### config.mk
export PLATFORM = sky130hd
export DESIGN_NAME = mram_serial_host
export DESIGN_NICKNAME = d
export VERILOG_FILES = /design/src/rtl/mram_serial_host.sv
export SDC_FILE = /design/constraint.sdc
export NUM_CORES = 1
export LEC_CHECK = 0
export ABC_AREA = 1
export CORE_MARGIN = 10
export CORE_UTILIZATION = 40
export CTS_CLUSTER_DIAMETER = 100
export DETAILED_ROUTE_END_ITERATION = 8
export PLACE_DENSITY = 0.72
export SYNTH_ARGS = -nofsm -noshare
export SYNTH_HDL_FRONTEND = slang
export SYNTH_SLANG_ARGS = --single-unit
### constraint.sdc
create_clock -name clk -period 1.8 [get_ports clk]
set_input_delay 0.45 -clock clk [delete_from_list [all_inputs] [get_ports clk]]
set_output_delay 0.45 -clock clk [all_outputs]
set_load 0.03 [all_outputs]
### src/rtl/mram_serial_host.sv
// mram_serial_host
//   Host-side sequencer placed directly upstream of the MRAM top module.
//   One parallel command is accepted over a valid/ready handshake. The
//   address (and write data, right-aligned) is shifted out serially MSB
//   first, an access window is waited out, and for reads the returned serial
//   word is deserialised into a parallel response.
//
//   Phases after accept: SHIFT (ADDR_W cycles), ACCESS (ACCESS_CYC cycles),
//   CAPTURE (DATA_W cycles, reads only), then DONE until rsp_ready.
//
// Optional build macro:
//   MRAM_HOST_BYTE_MASK_EN - when defined, read responses are masked by
//   word_sel (01: low byte, 10: high byte right-justified, 00: full word).
//
// Ports:
//   clk            system clock
//   rst            asynchronous active-low reset
//   cmd_valid/cmd_ready   command handshake
//   cmd_write      1 = write, 0 = read
//   cmd_word_sel   00 full, 01 low byte, 10 high byte, 11 treated as 00
//   cmd_addr       target address (ADDR_W bits)
//   cmd_wdata      write data (DATA_W bits)
//   rsp_valid/rsp_ready   response handshake
//   rsp_rdata      read data (0 for writes)
//   ser_addr       serial address to MRAM addr_in
//   ser_data       serial write data to MRAM data_in
//   read_write_sel {word_sel, write} to MRAM
//   ser_rd_in      serial read data from MRAM ser_data_out
//   busy           high whenever the sequencer is not idle
module mram_serial_host #(
  parameter int unsigned ADDR_W     = 20,
  parameter int unsigned DATA_W     = 16,
  parameter int unsigned ACCESS_CYC = 4
) (
  input  logic              clk,
  input  logic              rst,
  input  logic              cmd_valid,
  output logic              cmd_ready,
  input  logic              cmd_write,
  input  logic [1:0]        cmd_word_sel,
  input  logic [ADDR_W-1:0] cmd_addr,
  input  logic [DATA_W-1:0] cmd_wdata,
  output logic              rsp_valid,
  input  logic              rsp_ready,
  output logic [DATA_W-1:0] rsp_rdata,
  output logic              ser_addr,
  output logic              ser_data,
  output logic [2:0]        read_write_sel,
  input  logic              ser_rd_in,
  output logic              busy
);

  localparam int unsigned MAX_LEN = (ADDR_W > ACCESS_CYC) ? ADDR_W : ACCESS_CYC;
  localparam int unsigned CNT_W   = (MAX_LEN > 1) ? $clog2(MAX_LEN) : 1;

  localparam logic [CNT_W-1:0] SHIFT_LAST   = CNT_W'(ADDR_W - 1);
  localparam logic [CNT_W-1:0] ACCESS_LAST  = CNT_W'(ACCESS_CYC - 1);
  localparam logic [CNT_W-1:0] CAPTURE_LAST = CNT_W'(DATA_W - 1);

  typedef enum logic [2:0] {
    IDLE,
    SHIFT,
    ACCESS,
    CAPTURE,
    DONE
  } state_t;

  state_t             state_q, state_d;
  logic [CNT_W-1:0]   cnt_q, cnt_d;
  logic               accept;

  logic [ADDR_W-1:0]  addr_sh;
  logic [ADDR_W-1:0]  data_sh;
  logic               write_q;
  logic [1:0]         sel_q;
  logic [DATA_W-1:0]  rdata_q;

  // State register
  always_ff @(posedge clk or negedge rst) begin
    if (!rst) begin
      state_q <= IDLE;
      cnt_q   <= '0;
    end else begin
      state_q <= state_d;
      cnt_q   <= cnt_d;
    end
  end

  // Next-state and phase counter
  always_comb begin
    state_d = state_q;
    cnt_d   = cnt_q;
    accept  = 1'b0;
    case (state_q)
      IDLE: begin
        if (cmd_valid) begin
          accept  = 1'b1;
          state_d = SHIFT;
          cnt_d   = '0;
        end
      end
      SHIFT: begin
        if (cnt_q == SHIFT_LAST) begin
          state_d = ACCESS;
          cnt_d   = '0;
        end else begin
          cnt_d = cnt_q + CNT_W'(1);
        end
      end
      ACCESS: begin
        if (cnt_q == ACCESS_LAST) begin
          state_d = write_q ? DONE : CAPTURE;
          cnt_d   = '0;
        end else begin
          cnt_d = cnt_q + CNT_W'(1);
        end
      end
      CAPTURE: begin
        if (cnt_q == CAPTURE_LAST) begin
          state_d = DONE;
          cnt_d   = '0;
        end else begin
          cnt_d = cnt_q + CNT_W'(1);
        end
      end
      DONE: begin
        if (rsp_ready) begin
          state_d = IDLE;
        end
      end
      default: begin
        state_d = IDLE;
        cnt_d   = '0;
      end
    endcase
  end

  // Datapath. Write data is loaded zero-extended into an ADDR_W-wide shift
  // register alongside the address, so both streams leave MSB first and the
  // data LSB lines up with the address LSB without any index arithmetic.
  always_ff @(posedge clk or negedge rst) begin
    if (!rst) begin
      addr_sh <= '0;
      data_sh <= '0;
      write_q <= 1'b0;
      sel_q   <= 2'b00;
      rdata_q <= '0;
    end else if (accept) begin
      addr_sh <= cmd_addr;
      data_sh <= cmd_write ? ADDR_W'(cmd_wdata) : '0;
      write_q <= cmd_write;
      sel_q   <= (cmd_word_sel == 2'b11) ? 2'b00 : cmd_word_sel;
      rdata_q <= '0;
    end else if (state_q == SHIFT) begin
      addr_sh <= addr_sh << 1;
      data_sh <= data_sh << 1;
    end else if (state_q == CAPTURE) begin
      rdata_q <= {rdata_q[DATA_W-2:0], ser_rd_in};
    end
  end

  assign cmd_ready      = (state_q == IDLE);
  assign busy           = (state_q != IDLE);
  assign rsp_valid      = (state_q == DONE);
  assign ser_addr       = (state_q == SHIFT) ? addr_sh[ADDR_W-1] : 1'b0;
  assign ser_data       = (state_q == SHIFT) ? data_sh[ADDR_W-1] : 1'b0;
  assign read_write_sel = (state_q != IDLE) ? {sel_q, write_q} : 3'b000;

  // rdata_q is cleared on every accept, so writes always report zero and the
  // last response value persists through IDLE.
`ifdef MRAM_HOST_BYTE_MASK_EN
  localparam logic [DATA_W-1:0] BYTE_MASK = DATA_W'(8'hFF);

  always_comb begin
    rsp_rdata = rdata_q;
    if (!write_q) begin
      case (sel_q)
        2'b01:   rsp_rdata = rdata_q & BYTE_MASK;
        2'b10:   rsp_rdata = (rdata_q >> 8) & BYTE_MASK;
        default: rsp_rdata = rdata_q;
      endcase
    end
  end
`else
  always_comb begin
    rsp_rdata = rdata_q;
  end
`endif

endmodule

**Word-level counts from Yosys, hierarchy flattened**

Index checks and enable logic that the tools add are counted.

- Bits in registers: 67
- Latch bits: 0
- RAM bits: 0
- ROM bits: 0
- Output and inout bits: 24
- Memories: 0

- Add/subtract/negate cells: 1
- $mul: 0
- Div/mod/pow operators: 0
- $lt $le $gt $ge: 0
- Eq/ne operators: 14
- Shift-type cells: 0
- Multiplexer cells: 26
- Bitwise gates (word level): 1
- Reductions and logical operators: 7

Operators with widths:

| cell | count |
|---|---|
| $mux W20 | 4 |
| $mux W16 | 4 |
| $pmux W5 S5 | 1 |
| $mux W3 | 7 |
| $mux W5 | 4 |
| $pmux W3 S5 | 1 |
| $ne A2 B2 Y1 const B | 5 |
| $eq A3 B2 Y1 const B | 2 |
| $add A5 B1 Y5 const B | 1 |
| $eq A5 B2 Y1 const B | 1 |
| $eq A5 B4 Y1 const B | 1 |
| $eq A5 B5 Y1 const B | 1 |
| $reduce_and A5 Y1 | 1 |
| $mux W1 | 4 |
| $reduce_and A2 Y1 | 2 |
| $reduce_bool A2 Y1 | 2 |
| $eq A3 B1 Y1 const B | 1 |
| $eq A3 B3 Y1 const B | 1 |
| $logic_not A3 Y1 | 1 |
| $reduce_bool A3 Y1 | 1 |
| $eq A2 B2 Y1 const B | 1 |
| $mux W2 | 1 |
| $ne A2 B1 Y1 const B | 1 |
| $not A1 Y1 | 1 |

**Logic depth before layout (Yosys ltp)**

Gate-level depths: netlist of the first run.

- Depth in word-level cells: 4
- Gate-level depth with buffers: 11
- Depth with buffers taken out: 11

**Worst setup path before layout of the first run**

Ideal clock, no wire load.

- Path kind: register -> output
- Start point: reg state_q[2]
- End point: out ser_addr
- Data arrival time: 1.352 ns
- Data required time: 1.350 ns
- Path slack: -0.002 ns
- Stages on the path, launching flop included: 7
- Buffers on the path: 1
- Cell sequence: dfrtp_1 -> inv_2 -> nand2_1 -> nor2_4 -> inv_2 -> buf_2 -> nor2_1

- Cells in the longest elaborated chain, start to end: 2

Ends and longest elaborated chain:

| item | RTL line | source |
|---|---|---|
| from (decl) | 68 | `state_t state_q, state_d;` |
| from (signal assigned) | 84 | `state_q <= state_d;` |
| $eq A3 B1 Y1 | 165 | `assign ser_addr = (state_q == SHIFT) ? addr_sh[ADDR_W-1] : 1'b0;` |
| $mux W1 | 165 |  |
| to (decl) | 46 | `output logic ser_addr,` |

No other way between the ends.

**Final worst setup path of the first run**

- Start point: reg state_q[1]
- End point: out ser_data

- Cells in the longest elaborated chain, start to end: 2

Ends and longest elaborated chain:

| item | RTL line | source |
|---|---|---|
| $eq A3 B1 Y1 | 166 | `assign ser_data = (state_q == SHIFT) ? data_sh[ADDR_W-1] : 1'b0;` |
| $mux W1 | 166 |  |
| to (decl) | 47 | `output logic ser_data,` |

No other way between the ends.

==> results of run 1 <==
-- layer usage --
layer / vias up / global-route usage
li1: 1341 / -
met1: 1272 / 0.161
met2: 87 / 0.214
met3: 8 / 0.0458
met4: 0 / 0.0395
met5: - / 0
-- final timing paths --
| kind | startpoint | end | slack [ns] | cells after the start |
|---|---|---|---|---|
| hold reg to reg | data_sh[0] | data_sh[0] | 0.47 | 2 |
| max in group asynchronous | rst | state_q[0] | 1.38 | 2 |
| hold / removal | rst | data_sh[11] | 0.12 | 2 |
| min in group clk | data_sh[0] | data_sh[0] | 0.47 | 2 |
| setup reg to reg | state_q[0] | data_sh[8] | 0.13 | 9 |
| setup / recovery | state_q[1] | ser_data | 0.04 | 5 |
-- power by group --
| part | switching, µW | internal [µW] | total (µW) |
|---|---|---|---|
| clock | 530 | 601 | 1130 |
| sequential | 311 | 2120 | 2430 |
| combinational | 2130 | 1550 | 3680 |
-- flip-flops by register name, summed over array words and instances, names as in the netlist --
register / cells
cnt_q: 5
rsp_rdata: 16
data_sh: 20
state_q: 3
write_q: 1
addr_sh: 20
sel_q: 2
-- critical path: cells and delay by family, from the launching register on --
| kind | cells | cell delay (ns) |
|---|---|---|
| buffers and inverters | 3 | 0.34 |
| DFF | 1 | 0.41 |
| and+or+nand+nor | 2 | 0.21 |
-- cell usage in the layout, fill, tap and decap left out, types with 2 or more instances in the layout --
master / count
a21oi_1: 16
buf_12: 7
buf_4: 22
buf_6: 5
clkbuf_8: 12
clkdlybuf4s50_1: 42
clkinv_2: 2
dfrtp_1: 66
dlygate4sd2_1: 16
ha_1: 3
inv_1: 36
inv_2: 3
nand2_1: 82
nand2_2: 2
nand3_1: 44
nand4_1: 2
nor2_1: 21
nor2_2: 5
nor2_4: 5
o211ai_1: 3
o21ai_0: 20
o21ai_1: 7
o22ai_1: 17
-- layout make-up --
type	instances	area (µm²)	share of cell area
multi-input cells	234	1180	0.278
repair buffers	93	927	0.218
clock buffers	13	169	0.0397
clock inverters	2	10.0	0.00235
inverters	41	161	0.0379
well taps	102	128	0.0300
flip-flops and latches	67	1680	0.394
-- through the flow --
stage	worst slack [ns]	instance area [µm²]	hold slack (ns)	total power (µW)
floorplan	-0.00185	3140	0.154	4780
global placement	0.00980	3940	0.460	5690
detailed placement	0.0129	3940	0.458	5800
CTS	0.00610	4150	0.128	7030
global route	-0.0338	4250	0.141	7860
finish	0.0434	4250	0.115	7240
-- cells by family (layout without fill, tap and decap cells) --
kind of cell               after synthesis  after routing
adders and majority gates                3              3
AOI/OAI and AO/OA                       64             64
DFF                                     67             67
xor gates and xnor gates                 1              1
and+or+nand+nor                        166            166
buffers and inverters                   60            149
-- timing repair --
item / CTS / global route
gates resized for setup: 24 / 11
buffers inserted: 4 / 7
pin swaps: 1 / 2
endpoints found under the setup margin: 24 / 7
==> run_results.csv, run 1 <==
group,metric,value,unit
run_status,status,"complete, no violations",
route,wl_met2,3620,µm
final_layout,drive_above_1_share,0.160,
synth,synth_top_family_by_area,"simple AND/OR/NAND/NOR gates",
grt,gr-total-overflow,0,
sta,setup-tns-final,0,ns
synth,synth.yosys.seq_area_share,0.535,
synth,yosysTopAreaCellShare,0.535,
grt,grt_pass1_wl,12600,µm
route,wire_per_inst,13.5,µm
sta,max_slew_margin,0.765,
synth,synth-async-reset-ratio,1.00,
placed_design,dp_cells,526,
power,vdd_ir_drop_max,0.766,mV
grt,grt.total_usage,0.132,
flow_run,max-cap-violations,0,
synth,syn_area_per_cell,8.69,µm²
clock_network,clock-sinks,67,
route,top_layer,"met4",
grt,antenna_found_initial,0,
final_layout,final_util,0.553,
synth,synth.distinct_cells,28,
min_path,hold_class,"in -> async",
clock_network,h-tree-depth,3,
synth,yosysTopAreaCell,"dfrtp_1",
placed_design,hpwl,5430,µm
synth,synth_seq_cells,67,
placed_design,place.gp.congestion,0.829,
floorplanning,coreArea,7690,µm²
sta,finalCritPeriodShare,0.976,
worst_setup_path,cp_slowest_stage_delay,0.41,ns
clock_network,cts_tree,"built",
synth,synthAdderAreaFrac,0.0120,
synth,netlist_instances,361,
route,routed_wl,7460,µm
floorplanning,fp.dieH,109,µm
synth,synth_xor_area_frac,0.00279,
synth,synth-main-ff-cell,"dfrtp_1",
sta,fmax,569,MHz
route,vias_per_cell,4.91,
worst_setup_path,crit_required,1.35,ns
clock_network,cts.path.max_buffers,2,
sta,slew_viol_final,0,
synth,synth-edff-count,0,
floorplanning,dieArea,11800,µm²
grt,grt_pass1_vias,2733,
worst_setup_path,path_class,"reg -> out",
synth,synthTopCellsByArea,"dfrtp_1, nand2_1, nand3_1, inv_1, o22ai_1",
synth,synth_common_cells,"nand2_1, dfrtp_1, nand3_1, inv_1, nor2_1",
floorplanning,io_pins,68,
floorplanning,fp.dieW,109,µm
final_layout,fillers,705,
clock_network,clk_pin_slew,0.06,ns
clock_network,clk_latency,0.34,ns
route,wl_met1,3190,µm
final_layout,antenna_cells,0,
synth,yosysMostFrequentCell,"nand2_1",
synth,muxShareOfSynthArea,0,
grt,grt_max_degree,68,
clock_network,root_buffer,"clkbuf_8",
route,met3_length,575,µm
worst_setup_path,cp_max_fo,3,
placed_design,port-buffer-count,67,
synth,ys.warnings.count,0,
sta,post-route-min-period,1.76,ns
power,p_per_area,1700,nW/µm²
final_layout,stdcell_count,552,
floorplanning,rows,32,
route,drt_first_pass_iters,4,
final_layout,final_nets,493,
clock_network,hold_buffers,0,
route,drt_iter0_drc,109,
worst_setup_path,crit_path_top_delay_cell,"dfrtp_1",
worst_setup_path,end_kind,"output port",
floorplanning,initial_core_util,0.408,
sta,setup_viol,0,
route,num_vias,2708,
synth,synth-compound-area-share,0.114,
sta,rsz0062_at_grt,"true",
final_layout,syn_to_final_growth,35.7,%
route,drc,0,
sta,final-hold-violation-count,0,
clock_network,cts_buffers,9,
synth,synthSimpleGateAreaFrac,0.239,
worst_setup_path,crit_path_start_kind,"register",
synth,syn_nets,408,
sta,fin_worst_skew,0.00678,ns
worst_setup_path,cp.arrival,1.31,ns
route,ant_nets,0,
sta,worst_pin_slew,0.352,ns
synth,syn-cell-area,3140,µm²
worst_setup_path,cp_cell_sequence,"buf_6 -> nor2_4 -> inv_4 -> nor2_4 -> buf_6",
power,leakage,0.00203,µW
Note: power is estimated with default switching activity, not from simulation.
==> run 2, diff against run 1 <==
--- a/config.mk
+++ b/config.mk
@@ -11,6 +11,8 @@
 export CTS_CLUSTER_DIAMETER = 100
 export DETAILED_ROUTE_END_ITERATION = 8
 export PLACE_DENSITY = 0.72
+export SETUP_SLACK_MARGIN = 0.2
 export SYNTH_ARGS = -nofsm -noshare
 export SYNTH_HDL_FRONTEND = slang
 export SYNTH_SLANG_ARGS = --single-unit
+export TNS_END_PERCENT = 20
==> run 2 against run 1 <==
  * The flow now finishes with violations (setup timing)
  * Global-route usage grew 1.5 points
  * Clock power grew 35%
  * Via count grew 7.1%
  * Clock skew grew 0.0054 ns
  * Worst setup slack lost 0.12 ns
  * Critical path type unchanged
==> run_results.csv, run 2 (same netlist as run 1, synthesis figures left out) <==
group,metric,value,unit
run_status,status,"finished with violations",
run_status,violations,"setup timing",
route,drt_first_pass_iters,4,
sta,post-route-min-period,1.88,ns
route,drt_iter0_drc,162,
placed_design,port-buffer-count,67,
min_path,hold_class,"in -> async",
clock_network,h-tree-depth,3,
floorplanning,rows,32,
power,leakage,0.00215,µW
sta,max_slew_margin,0.761,
worst_setup_path,cp_cell_sequence,"inv_4 -> nand2_4 -> clkinvlp_4 -> nor2_4 -> buf_12",
sta,layout_setup_ws,-0.0785,ns
final_layout,drive_above_1_share,0.269,
route,num_vias,2900,
final_layout,final_nets,510,
route,drc,0,
sta,final-hold-violation-count,0,
placed_design,place.gp.congestion,0.785,
worst_setup_path,cp_slowest_stage_delay,0.42,ns
power,internal_power,5270,µW
floorplanning,io_pins,68,
route,vias_per_cell,5.09,
final_layout,antenna_cells,0,
sta,finalCritPeriodShare,1.04,
sta,setup_viol,14,
grt,grt_max_degree,68,
grt,grt_pass1_wl,13900,µm
grt,gr-total-overflow,0,
clock_network,cts_buffers,9,
grt,grt_pass1_vias,2986,
final_layout,final_util,0.626,
route,ant_nets,0,
grt,antenna_found_initial,0,
power,p_per_area,1850,nW/µm²
sta,rsz0062_at_grt,"true",
grt,grt.total_usage,0.147,
final_layout,fillers,629,
sta,fmax,532,MHz
worst_setup_path,crit_path_top_delay_cell,"dfrtp_1",
worst_setup_path,end_kind,"output port",
worst_setup_path,crit_required,1.35,ns
clock_network,clock-sinks,67,
floorplanning,fp.dieH,109,µm
worst_setup_path,crit_buf_inv,3,
route,wire_per_inst,15.9,µm
sta,fin_worst_skew,0.0122,ns
power,p_sw_frac,0.409,
floorplanning,initial_core_util,0.408,
floorplanning,dieArea,11800,µm²
route,routed_wl,9060,µm
placed_design,dp_cells,526,
worst_setup_path,crit_family,"flip-flops",
floorplanning,coreArea,7690,µm²
sta,slew_viol_final,0,
clock_network,clk_pin_slew,0.08,ns
power,p_comb_frac,0.543,
flow_run,max-cap-violations,0,
clock_network,clk_latency,0.35,ns
worst_setup_path,cp_max_fo,4,
power,p_sw,3650,µW
power,vdd_ir_drop_max,0.779,mV
clock_network,hold_buffers,0,
clock_network,cts.path.max_buffers,2,
power,seqPwrFrac,0.285,
power,power_frac_clock,0.172,
worst_setup_path,path_class,"reg -> out",
worst_setup_path,cp.arrival,1.43,ns
clock_network,root_buffer,"clkbuf_8",
final_layout,most-common-layout-cells,"nand2_1, dfrtp_1, nand3_1",
final_layout,syn_to_final_growth,53.6,%
clock_network,cts_tree,"built",
final_layout,mostFrequentLayoutCell,"nand2_1",
final_layout,stdcell_count,570,
sta,worst_pin_slew,0.359,ns
worst_setup_path,crit_path_start_kind,"register",
placed_design,hpwl,5610,µm
floorplanning,fp.dieW,109,µm
## run 2: worst paths after layout
kind | startpoint | end | slack, ns | cells after the start
max reg2reg | state_q[0] | data_sh[13] | -0.01 | 11
min | rst | rsp_rdata[12] | 0.11 | 2
max in group asynchronous | rst | state_q[0] | 1.37 | 2
max | state_q[2] | read_write_sel[2] | -0.08 | 5
min in group clk | data_sh[0] | data_sh[0] | 0.48 | 2
min reg2reg | data_sh[0] | data_sh[0] | 0.48 | 2
## run 2: layout make-up
cell class	count	area (µm²)	area share
Clock inverter	6	114	0.0236
Multi-Input combinational cell	234	1400	0.292
Clock buffer	10	128	0.0265
Timing Repair Buffer	110	1190	0.248
Sequential cell	67	1680	0.349
Tap cell	102	128	0.0265
Inverter	41	170	0.0353
## run 2: repair_timing
item | CTS | global route
endpoints found under the setup margin | 60 | 74
resized for setup | 62 | 52
gates cloned | 0 | 4
pin swaps | 10 | 11
setup buffers | 12 | 12
hold endpoints to repair | 0 | 0
## run 2: metrics by stage
step / hold WS, ns / total power, µW / setup WS [ns] / instance area [µm²] / setup TNS (ns)
floorplan: 0.154 / 4860 / 0.125 / 3170 / 0
global placement: 0.464 / 5830 / 0.0680 / 4000 / 0
detailed placement: 0.469 / 5950 / 0.0212 / 4000 / 0
CTS: 0.126 / 8100 / -0.0639 / 4470 / -0.204
global route: 0.134 / 9470 / -0.153 / 4820 / -1.84
finish: 0.111 / 8920 / -0.0785 / 4820 / -0.371
## run 2: per-layer routing
| layer | share of wire | track usage | routed length [µm] | vias to the layer above |
|---|---|---|---|---|
| met1 | 0.40 | 0.168 | 3620 | 1405 |
| met4 | 0.013 | 0.0452 | 119 | 0 |
| met2 | 0.52 | 0.253 | 4760 | 98 |
| met3 | 0.063 | 0.0512 | 571 | 10 |
| li1 | - | - | - | 1387 |
| met5 | 0 | 0 | 0 | - |
## run 2: power groups by stage
| stage | logic (µW) | clock network [µW] | registers (µW) |
|---|---|---|---|
| finish | 4840 | 1530 | 2540 |
| global route | 5240 | 1630 | 2600 |
| detailed placement | 3460 | 0 | 2480 |
| global placement | 3370 | 0 | 2460 |
| floorplan | 2390 | 0 | 2480 |
| CTS | 4050 | 1550 | 2500 |
==> run 3, diff against run 2 <==
--- a/config.mk
+++ b/config.mk
@@ -7,10 +7,10 @@
 export LEC_CHECK = 0
 export ABC_AREA = 1
 export CORE_MARGIN = 10
-export CORE_UTILIZATION = 40
+export CORE_UTILIZATION = 51
 export CTS_CLUSTER_DIAMETER = 100
 export DETAILED_ROUTE_END_ITERATION = 8
-export PLACE_DENSITY = 0.72
+export PLACE_DENSITY = 0.87
 export SETUP_SLACK_MARGIN = 0.2
 export SYNTH_ARGS = -nofsm -noshare
 export SYNTH_HDL_FRONTEND = slang
==> run 3 against run 2 <==
  * Clock skew down 0.0079 ns
  * Largest power group unchanged
  * The flow still finishes with violations (setup timing)
  * Wire length is 9.3% lower
  * Cell area is 9.6% lower
  * Critical path type unchanged
  * Combinational power fell by 23%
  * Sequential cell count unchanged
  * First-iteration DRC count rose by 8.0%
==> run_results.csv, run 3 (same netlist as run 1, synthesis figures left out) <==
group,metric,value,unit
clock_network,h-tree-depth,3,
route,num_vias,2791,
power,vdd_ir_drop_max,1.14,mV
worst_setup_path,end_kind,"output port",
worst_setup_path,crit_buf_inv,2,
route,wl_met2,4190,µm
final_layout,final_util,0.731,
route,drt_first_pass_iters,5,
final_layout,antenna_cells,0,
clock_network,root_buffer,"clkbuf_8",
floorplanning,fp.dieH,98.4,µm
clock_network,cts_tree,"built",
final_layout,final_nets,490,
worst_setup_path,cp_cell_sequence,"nor2_4 -> nand2_4 -> clkinvlp_4 -> nor2_4 -> buf_12",
grt,grt_pass1_wl,13600,µm
worst_setup_path,cp_max_fo,4,
floorplanning,coreArea,5960,µm²
worst_setup_path,crit_path_top_delay_cell,"dfrtp_2",
placed_design,port-buffer-count,67,
sta,slew_viol_final,0,
route,wl_met1,3360,µm
sta,fin_worst_skew,0.00430,ns
grt,gr-total-overflow,0,
sta,setup_viol,5,
final_layout,syn_to_final_growth,38.9,%
clock_network,cts_buffers,9,
final_layout,mostFrequentLayoutCell,"nand2_1",
floorplanning,rows,28,
power,p_total,7820,µW
worst_setup_path,cp.arrival,1.41,ns
floorplanning,fp.dieW,98.4,µm
sta,fmax,539,MHz
sta,post-route-min-period,1.86,ns
sta,rsz0062_at_grt,"true",
floorplanning,dieArea,9680,µm²
worst_setup_path,reg2regPathDepth,8,
clock_network,cts.path.max_buffers,2,
final_layout,drive_above_1_share,0.188,
worst_setup_path,r2r_slack,0.25,ns
route,routed_wl,8220,µm
worst_setup_path,crit_family,"flip-flops",
placed_design,place.gp.congestion,0.875,
route,met3_length,554,µm
final_layout,stdcell_count,523,
worst_setup_path,r2r-end,"data_sh[13]",
sta,final-hold-violation-count,0,
sta,layout_setup_ws,-0.0566,ns
worst_setup_path,crit_required,1.35,ns
final_layout,fillers,407,
run_status,violations,"setup timing",
route,wire_per_inst,15.7,µm
sta,finalCritPeriodShare,1.03,
clock_network,clk_pin_slew,0.07,ns
route,top_layer,"met4",
route,ant_nets,0,
clock_network,clk_latency,0.34,ns
flow_run,max-cap-violations,0,
placed_design,dp_cells,499,
grt,antenna_found_initial,0,
final_layout,most-common-layout-cells,"nand2_1, dfrtp_1, nand3_1",
power,leakage,0.00202,µW
sta,max_slew_margin,0.752,
grt,grt.total_usage,0.167,
floorplanning,io_pins,68,
worst_setup_path,crit_path_start_kind,"register",
worst_setup_path,rr_startpoint,"state_q[2]",
clock_network,clock-sinks,67,
floorplanning,initial_core_util,0.526,
route,drt_iter0_drc,175,
worst_setup_path,path_class,"reg -> out",
route,drc,0,
worst_setup_path,worst_path_most_repeated_cell,"nor2_4",
clock_network,hold_buffers,0,
sta,worst_pin_slew,0.373,ns
grt,grt_pass1_vias,2907,
worst_setup_path,cp_slowest_stage_delay,0.42,ns
placed_design,hpwl,5600,µm
route,vias_per_cell,5.34,
power,p_per_area,1790,nW/µm²
grt,grt_max_degree,35,
min_path,hold_class,"in -> async",
run_status,status,"finished with violations",
run 3: how the worst max path moves through the flow:
stage	cells past startpoint	endpoint	from
finish	5	read_write_sel[1]	state_q[0]
global route	5	read_write_sel[1]	state_q[0]
CTS	5	read_write_sel[1]	state_q[0]
detailed placement	6	rsp_rdata[9]	cmd_valid
global placement	6	rsp_rdata[0]	cmd_valid
floorplan	5	read_write_sel[0]	state_q[0]
run 3: metal layers:
layer	up-vias	global-route usage
met2	107	0.283
met1	1331	0.195
met4	0	0.0496
met5	-	0
li1	1339	-
met3	14	0.0573
run 3: layout make-up:
class                   instances  area (µm²)  share of cell area
clock inverters                 7         140              0.0322
inverters                      41         168              0.0385
flip-flops and latches         67        1680               0.386
repair buffers                 90         891               0.205
multi-input cells             234        1260               0.289
well taps                      75        93.8              0.0215
clock buffers                   9         124              0.0284
run 3: where the power goes:
group	leakage, µW	switching (µW)	internal (µW)	total [µW]
registers	0.000853	347	2120	2470
logic	0.00104	2250	1460	3720
clock network	0.000125	575	1060	1630
run 3: stage by stage:
stage	instance area, µm²	setup TNS (ns)	hold slack, ns	setup slack [ns]
3_3_place_gp	3930	0	0.362	0.0186
4_1_cts	4260	-0.152	0.00875	-0.0574
3_5_place_dp	3930	-0.269	0.377	-0.0351
5_1_grt	4360	-0.473	0.0182	-0.0982
6_report	4360	-0.169	0.0140	-0.0566
2_1_floorplan	3170	0	0.154	0.125
run 3: repair_timing:
| item | CTS | global route |
|---|---|---|
| setup endpoints to repair | 29 | 45 |
| pin swaps | 6 | 11 |
| cloned | 0 | 0 |
| resized for setup | 29 | 25 |
| buffers inserted | 5 | 3 |
